$ cat config.mk
export PLATFORM = sky130hd
export DESIGN_NAME = pq_drain_flat
export DESIGN_NICKNAME = d
export VERILOG_FILES = /design/src/rtl/pq_drain_if.sv /design/src/rtl/pq_drain.sv /design/src/flat_wrapper.sv
export SDC_FILE = /design/constraint.sdc
export NUM_CORES = 1
export LEC_CHECK = 0
export CORE_AREA = 8 8 99 101
export DETAILED_ROUTE_END_ITERATION = 16
export DIE_AREA = 0 0 107 109
export PLACE_DENSITY = 0.79
export SETUP_SLACK_MARGIN = 0.05
export SLEW_MARGIN = 20
export SYNTH_ARGS = -nofsm -noshare
export SYNTH_HDL_FRONTEND = slang
export SYNTH_SLANG_ARGS = --single-unit
$ cat constraint.sdc
create_clock -name clk -period 2.95 [get_ports clk]
set_input_delay 0.59 -clock clk [delete_from_list [all_inputs] [get_ports clk]]
set_output_delay 0.59 -clock clk [all_outputs]
set_load 0.01 [all_outputs]
$ cat src/rtl/pq_drain_if.sv
// rtl/pq_drain_if.sv - PQ dequeue port and output stream of the burst drain engine
interface pq_drain_if #(
  parameter int KEY_W = 16,
  parameter int VAL_W = 16
);
  logic                     pq_deq;
  logic [KEY_W+VAL_W-1:0]   pq_kvo;
  logic                     pq_empty;
  logic                     pq_busy;
  logic                     out_valid;
  logic                     out_ready;
  logic [KEY_W+VAL_W-1:0]   out_kv;

  modport master (
    output pq_deq, out_valid, out_kv,
    input  pq_kvo, pq_empty, pq_busy, out_ready
  );

  modport slave (
    input  pq_deq, out_valid, out_kv,
    output pq_kvo, pq_empty, pq_busy, out_ready
  );
endinterface

$ cat src/rtl/pq_drain.sv
// rtl/pq_drain.sv - burst drain engine: dequeues heap PQ pairs into a 2-entry output buffer
// Optional key-order checker enabled by defining PQ_DRAIN_ORDER_CHK_EN.
module pq_drain #(
  parameter int KEY_W = 16,
  parameter int VAL_W = 16,
  parameter int CNT_W = 8
) (
  input  logic             clk,
  input  logic             rst,
  input  logic             start,
  input  logic [CNT_W-1:0] burst_len,
  pq_drain_if.master       io,
  output logic             busy,
  output logic             done,
  output logic [CNT_W-1:0] drained,
  output logic             order_err
);
  localparam int KV_W = KEY_W + VAL_W;

  typedef enum logic [1:0] {S_IDLE, S_RUN, S_FLUSH, S_DONE} state_t;

  state_t            state_q, state_d;
  logic [CNT_W-1:0]  len_q, len_d;
  logic [CNT_W-1:0]  drained_q, drained_d, drained_inc;
  logic [1:0]        cnt_q, cnt_d;
  logic              wptr_q, wptr_d, rptr_q, rptr_d;
  logic [KV_W-1:0]   buf_q [2];
  logic [KV_W-1:0]   buf_d [2];
  logic              start_acc, at_limit, deq, pop;

  // The deq decision uses only registered count, so out_ready never reaches pq_deq.
  always_comb begin
    start_acc   = (state_q == S_IDLE) && start;
    at_limit    = (len_q != '0) && (drained_q == len_q);
    deq         = (state_q == S_RUN) && !io.pq_empty && !io.pq_busy &&
                  (cnt_q != 2'd2) && !at_limit;
    pop         = (cnt_q != 2'd0) && io.out_ready;
    drained_inc = drained_q + {{(CNT_W-1){1'b0}}, deq};
  end

  always_ff @(posedge clk or negedge rst) begin
    if (!rst) state_q <= S_IDLE;
    else      state_q <= state_d;
  end

  always_comb begin
    state_d = state_q;
    case (state_q)
      S_IDLE:  if (start) state_d = S_RUN;
      S_RUN:   if (((len_q != '0) && (drained_inc == len_q)) ||
                   (io.pq_empty && !io.pq_busy)) state_d = S_FLUSH;
      S_FLUSH: if (cnt_q == 2'd0) state_d = S_DONE;
      S_DONE:  state_d = S_IDLE;
      default: state_d = S_IDLE;
    endcase
  end

  always_comb begin
    busy         = (state_q != S_IDLE);
    done         = (state_q == S_DONE);
    drained      = drained_q;
    io.pq_deq    = deq;
    io.out_valid = (cnt_q != 2'd0);
    io.out_kv    = buf_q[rptr_q];
  end

  always_comb begin
    len_d     = len_q;
    drained_d = drained_inc;
    cnt_d     = cnt_q;
    wptr_d    = wptr_q;
    rptr_d    = rptr_q;
    buf_d     = buf_q;
    if (start_acc) begin
      len_d     = burst_len;
      drained_d = '0;
    end
    if (deq) begin
      buf_d[wptr_q] = io.pq_kvo;
      wptr_d        = !wptr_q;
    end
    if (pop) rptr_d = !rptr_q;
    case ({deq, pop})
      2'b10:   cnt_d = cnt_q + 2'd1;
      2'b01:   cnt_d = cnt_q - 2'd1;
      default: cnt_d = cnt_q;
    endcase
  end

  always_ff @(posedge clk or negedge rst) begin
    if (!rst) begin
      len_q     <= '0;
      drained_q <= '0;
      cnt_q     <= 2'd0;
      wptr_q    <= 1'b0;
      rptr_q    <= 1'b0;
      buf_q[0]  <= '0;
      buf_q[1]  <= '0;
    end else begin
      len_q     <= len_d;
      drained_q <= drained_d;
      cnt_q     <= cnt_d;
      wptr_q    <= wptr_d;
      rptr_q    <= rptr_d;
      buf_q     <= buf_d;
    end
  end

`ifdef PQ_DRAIN_ORDER_CHK_EN
  logic [KEY_W-1:0] last_key_q, last_key_d, pop_key;
  logic             have_key_q, have_key_d;
  logic             order_err_q, order_err_d;

  // The first pop of a burst only seeds the reference key.
  always_comb begin
    pop_key     = buf_q[rptr_q][KV_W-1 -: KEY_W];
    last_key_d  = last_key_q;
    have_key_d  = have_key_q;
    order_err_d = order_err_q;
    if (start_acc) begin
      have_key_d  = 1'b0;
      order_err_d = 1'b0;
    end else if (pop) begin
      if (have_key_q && (pop_key < last_key_q)) order_err_d = 1'b1;
      last_key_d = pop_key;
      have_key_d = 1'b1;
    end
  end

  always_ff @(posedge clk or negedge rst) begin
    if (!rst) begin
      last_key_q  <= '0;
      have_key_q  <= 1'b0;
      order_err_q <= 1'b0;
    end else begin
      last_key_q  <= last_key_d;
      have_key_q  <= have_key_d;
      order_err_q <= order_err_d;
    end
  end

  assign order_err = order_err_q;
`else
  assign order_err = 1'b0;
`endif
endmodule

$ cat src/flat_wrapper.sv
// flat-port wrapper written by rule: the top's interface ports become plain ports
module pq_drain_flat 
#(
  parameter int KEY_W = 16,
  parameter int VAL_W = 16,
  parameter int CNT_W = 8
)
  (clk, rst, start, burst_len, busy, done, drained, order_err, io_pq_deq, io_out_valid, io_out_kv, io_pq_kvo, io_pq_empty, io_pq_busy, io_out_ready);
  pq_drain_if #(.KEY_W(KEY_W), .VAL_W(VAL_W)) io_i ();
  input  logic clk;
  input  logic rst;
  input  logic start;
  input  logic [CNT_W-1:0] burst_len;
  output logic busy;
  output logic done;
  output logic [CNT_W-1:0] drained;
  output logic order_err;
  output wire logic [$bits(io_i.pq_deq)-1:0] io_pq_deq;
  output wire logic [$bits(io_i.out_valid)-1:0] io_out_valid;
  output wire logic [$bits(io_i.out_kv)-1:0] io_out_kv;
  input wire logic [$bits(io_i.pq_kvo)-1:0] io_pq_kvo;
  input wire logic [$bits(io_i.pq_empty)-1:0] io_pq_empty;
  input wire logic [$bits(io_i.pq_busy)-1:0] io_pq_busy;
  input wire logic [$bits(io_i.out_ready)-1:0] io_out_ready;
  assign io_pq_deq = io_i.pq_deq;
  assign io_out_valid = io_i.out_valid;
  assign io_out_kv = io_i.out_kv;
  assign io_i.pq_kvo = io_pq_kvo;
  assign io_i.pq_empty = io_pq_empty;
  assign io_i.pq_busy = io_pq_busy;
  assign io_i.out_ready = io_out_ready;
  pq_drain #(.KEY_W(KEY_W), .VAL_W(VAL_W), .CNT_W(CNT_W)) u_core (.clk(clk), .rst(rst), .start(start), .burst_len(burst_len), .io(io_i), .busy(busy), .done(done), .drained(drained), .order_err(order_err));
endmodule
==> reports/results.ini <==
[outcome]
run_status = finished clean

[floorplanning]
initial_utilization_pct = 49.1
fp.dieH_um = 109
placement_rows = 34
dieArea_um2 = 11700
coreArea_um2 = 8380
die_width_um = 107
floorplan.io_pins = 91

[routing]
detailroute.via_count = 2685
detail_route.drc_violations = 0
finalWirelength_um = 8720
avgViaCountPerCell = 5.05
routed_wire_length_per_instance_um = 16.4
number_of_design_rule_violations_left_by_the_first_detailed_router_iteration = 83
drtPass1Iterations = 4
detail-route-antenna-nets = 0

[cells_and_area]
most-common-layout-cells = sky130_fd_sc_hd__mux2_2 (88), sky130_fd_sc_hd__clkdlybuf4s50_1 (87), sky130_fd_sc_hd__dfrtp_1 (82), sky130_fd_sc_hd__nand2_1 (35), sky130_fd_sc_hd__buf_4 (18)
layout.area.seq_um2 = 2160
area_delta_synth_final_pct = 33.7
num-fill-cells = 639
final_layout_size_suffix_gt1_share_pct = 36.6
area_of_the_multi_input_gates_um2 = 1900
design.final.nets = 473
layout.cells.most_common = sky130_fd_sc_hd__mux2_2
antennaDiodeCount = 0
final-instance-count-excl-fill = 532
layout.core_utilization_pct = 65.6

[worst_setup_path]
cell_breakdown_of_the_critical_path = xor2_1 > nor4_1 > nand3_1 > o2111a_2 > ha_4 > and2_4 > buf_4 > nor4b_1 > a211oi_1 > o31ai_1 > a22oi_1 > mux2_2
worstPathArrival_ns = 3.02
slowest_stage_cell_cp = sky130_fd_sc_hd__dfrtp_2
worstReg2RegStart = u_core.len_q[2]$_DFFE_PN0P_
setup.worst_path.end_class = register
cp-start-kind = register
required_time_of_the_critical_path_ns = 3.19
timing.reg2reg.setup_slack_ns = 0.16
critical_path.reg2reg.endpoint = u_core.state_q[1]$_DFFE_PN0P_
worstPathMaxFanout = 5
worst_path_largest_cell_delay_ns = 0.47
worst_r2r_path_depth = 12
kind_of_critical_path = register to register

[logic_synthesis]
number_of_synthesized_flops_with_an_enable_pin = 0
synthesis.instances = 312
synth_top_flop_cell = sky130_fd_sc_hd__dfrtp_1
syn-mean-instance-area_um2 = 13.2
yosys_warnings = 0
ys_types = 35
mapped_area_um2 = 4110
share_of_async_settable_or_async_resettable_flops_after_synthesis_pct = 100
synth.top_cells.by_area = sky130_fd_sc_hd__dfrtp_1 (52%), sky130_fd_sc_hd__mux2_2 (24%), sky130_fd_sc_hd__mux2_4 (3.3%), sky130_fd_sc_hd__nand2_1 (3.2%), sky130_fd_sc_hd__xnor2_1 (2.6%)
synth_seq_area_share_pct = 52.3
area_fraction_of_the_dominant_cell_type_after_synthesis_pct = 52.3
postSynthRegisterBits = 86
synth.net_count = 366
synth.largest_area_cell = sky130_fd_sc_hd__dfrtp_1

[placement]
dp_hpwl_um = 6130
port-buffer-count = 89
numPlacedInstances = 511
preCtsSetupSlack_ns = -0.0892
routability_cong = 0.820

[pwr]
swShare_pct = 32.0
power_per_cell_area_nw_per_um2 = 951
worst_ir_drop_on_vdd_v = 0.000505
total_switching_power_mw = 1.67
power_frac_seq_pct = 38.0
clock_share_of_power_pct = 14.6
total_leakage_power_nw = 2.46
p_int_mw = 3.56
power.combinational.fraction_pct = 47.4

[cts]
worstSkewPairLatency_ns = 0.34
htree_num_levels = 3
clock-root-buffer = sky130_fd_sc_hd__clkbuf_8
post_cts_hold_buffer_count = 0
tritoncts_num_sinks = 86
cts_buffers = 9
clkSlewWorstSetupHoldPaths_ns = 0.09
clock_tree_from_tritoncts = built
clk_path_buf_depth = 2

[global_routing]
antenna_violations_before_repair = 0
gr-usage-all-layers_pct = 15.5
globalRoute.totalOverflow = 0
vias_in_the_first_global_route = 2875
grt_first_pass_wirelength_um = 14500
grt_start_max_net_pins = 84

[timing]
finalHoldViolCount = 0
finalWorstSetupSlack_ns = 0.164
timing_worst_slew_pin_value_ns = 0.726
setup_viol = 0
setup_tns_ns = 0
layout_min_cycle_time_ns = 2.79
finalHoldWorstSlack_ns = 0.0329
worst_slew_margin_rel_pct = 51.6
post-route-period-util_pct = 94.4
clock_skew_ns = 0.0114
finalMaxSlewViolations = 0
clock.fmax_mhz = 359

[worst_hold_path]
holdCritPathClass = input pin to async pin

[flow_run]
drv.max_cap_violation_count = 0

-- cell families after synthesis --
group,synth area share [%]
simple gates,7.64
xor+xnor,4.90
flops,52.3
fa+ha+maj,2.43
mux,27.9
other cells,0.0912
buf+inv,3.04
compound gates,1.70
-- through the flow --
| step | total power [mW] | instance area, µm² |
|---|---|---|
| 6_report | 5.23 | 5500 |
| 5_1_grt | 5.60 | 5500 |
| 4_1_cts | 5.21 | 5390 |
| 3_5_place_dp | 4.44 | 5210 |
| 3_3_place_gp | 4.37 | 5210 |
| 2_1_floorplan | 3.38 | 4110 |
-- cell usage after synthesis, drive strengths merged, types with 2 or more instances --
cell type	number
mux2	97
dfrtp	86
nand2	35
xnor2	12
nor2	11
xor2	11
buf	9
ha	8
inv	7
and2	5
clkbuf	5
nor4	3
nor4b	3
mux2i	2
nand3	2
nand4	2
o21ai	2
-- flip-flops by register name (all words and copies together), names as in the netlist --
register,cells
u_core.drained,8
u_core.wptr_q,1
u_core.len_q,8
u_core.state_q,2
u_core.rptr_q,1
u_core.buf_q,64
u_core.cnt_q,2
-- worst max-delay path: cells and delay by family (launching register included) --
family | cells | cell delay (ns)
buffers and inverters | 1 | 0.12
multiplexers | 1 | 0.36
XOR/XNOR | 1 | 0.16
AO/OA/AOI/OAI | 4 | 0.73
flip-flops | 1 | 0.47
adder cells (fa/ha/maj) | 1 | 0.16
AND/OR/NAND/NOR | 4 | 0.69
-- final cells by class --
type	count	area share (%)
well taps	108	2.46
multi-input cells	205	34.6
clock buffers	10	2.50
repair buffers	110	20.0
clock inverters	6	0.819
flip-flops and latches	86	39.2
inverters	7	0.478
-- layer usage --
layer  vias up  GRT usage [%]  wire length (µm)
li1       1279              -                 -
met1      1325           20.1              3940
met2        71           24.6              4190
met3        10           4.49               489
met4         0           4.52                99
met5         -              0                 0
-- power groups by stage --
stage	logic, mW	registers [mW]	clock network (mW)
6_report	2.48	1.99	0.762
5_1_grt	2.70	2.06	0.837
4_1_cts	2.46	1.97	0.778
3_5_place_dp	2.45	1.99	0
3_3_place_gp	2.41	1.96	0
2_1_floorplan	1.47	1.90	0
-- worst max-delay path by stage --
stage	start	end	cells after the start
CTS	u_core.len_q[6]$_DFFE_PN0P_	u_core.state_q[1]$_DFFE_PN0P_	12
detailed placement	io_pq_empty	u_core.state_q[1]$_DFFE_PN0P_	11
global route	u_core.len_q[5]$_DFFE_PN0P_	u_core.state_q[1]$_DFFE_PN0P_	11
floorplan	u_core.drained[3]$_DFF_PN0_	u_core.state_q[1]$_DFFE_PN0P_	11
finish	u_core.len_q[2]$_DFFE_PN0P_	u_core.state_q[1]$_DFFE_PN0P_	12
global placement	io_pq_empty	u_core.state_q[1]$_DFFE_PN0P_	10
-- what timing repair did --
| action | in CTS | in global routing |
|---|---|---|
| buffers inserted | 0 | 5 |
| resized for setup | 0 | 17 |
| pin swaps | 2 | 8 |
| cloned | 0 | 0 |
| setup endpoints to repair | 1 | 3 |
(Power assumes the default switching activity.)
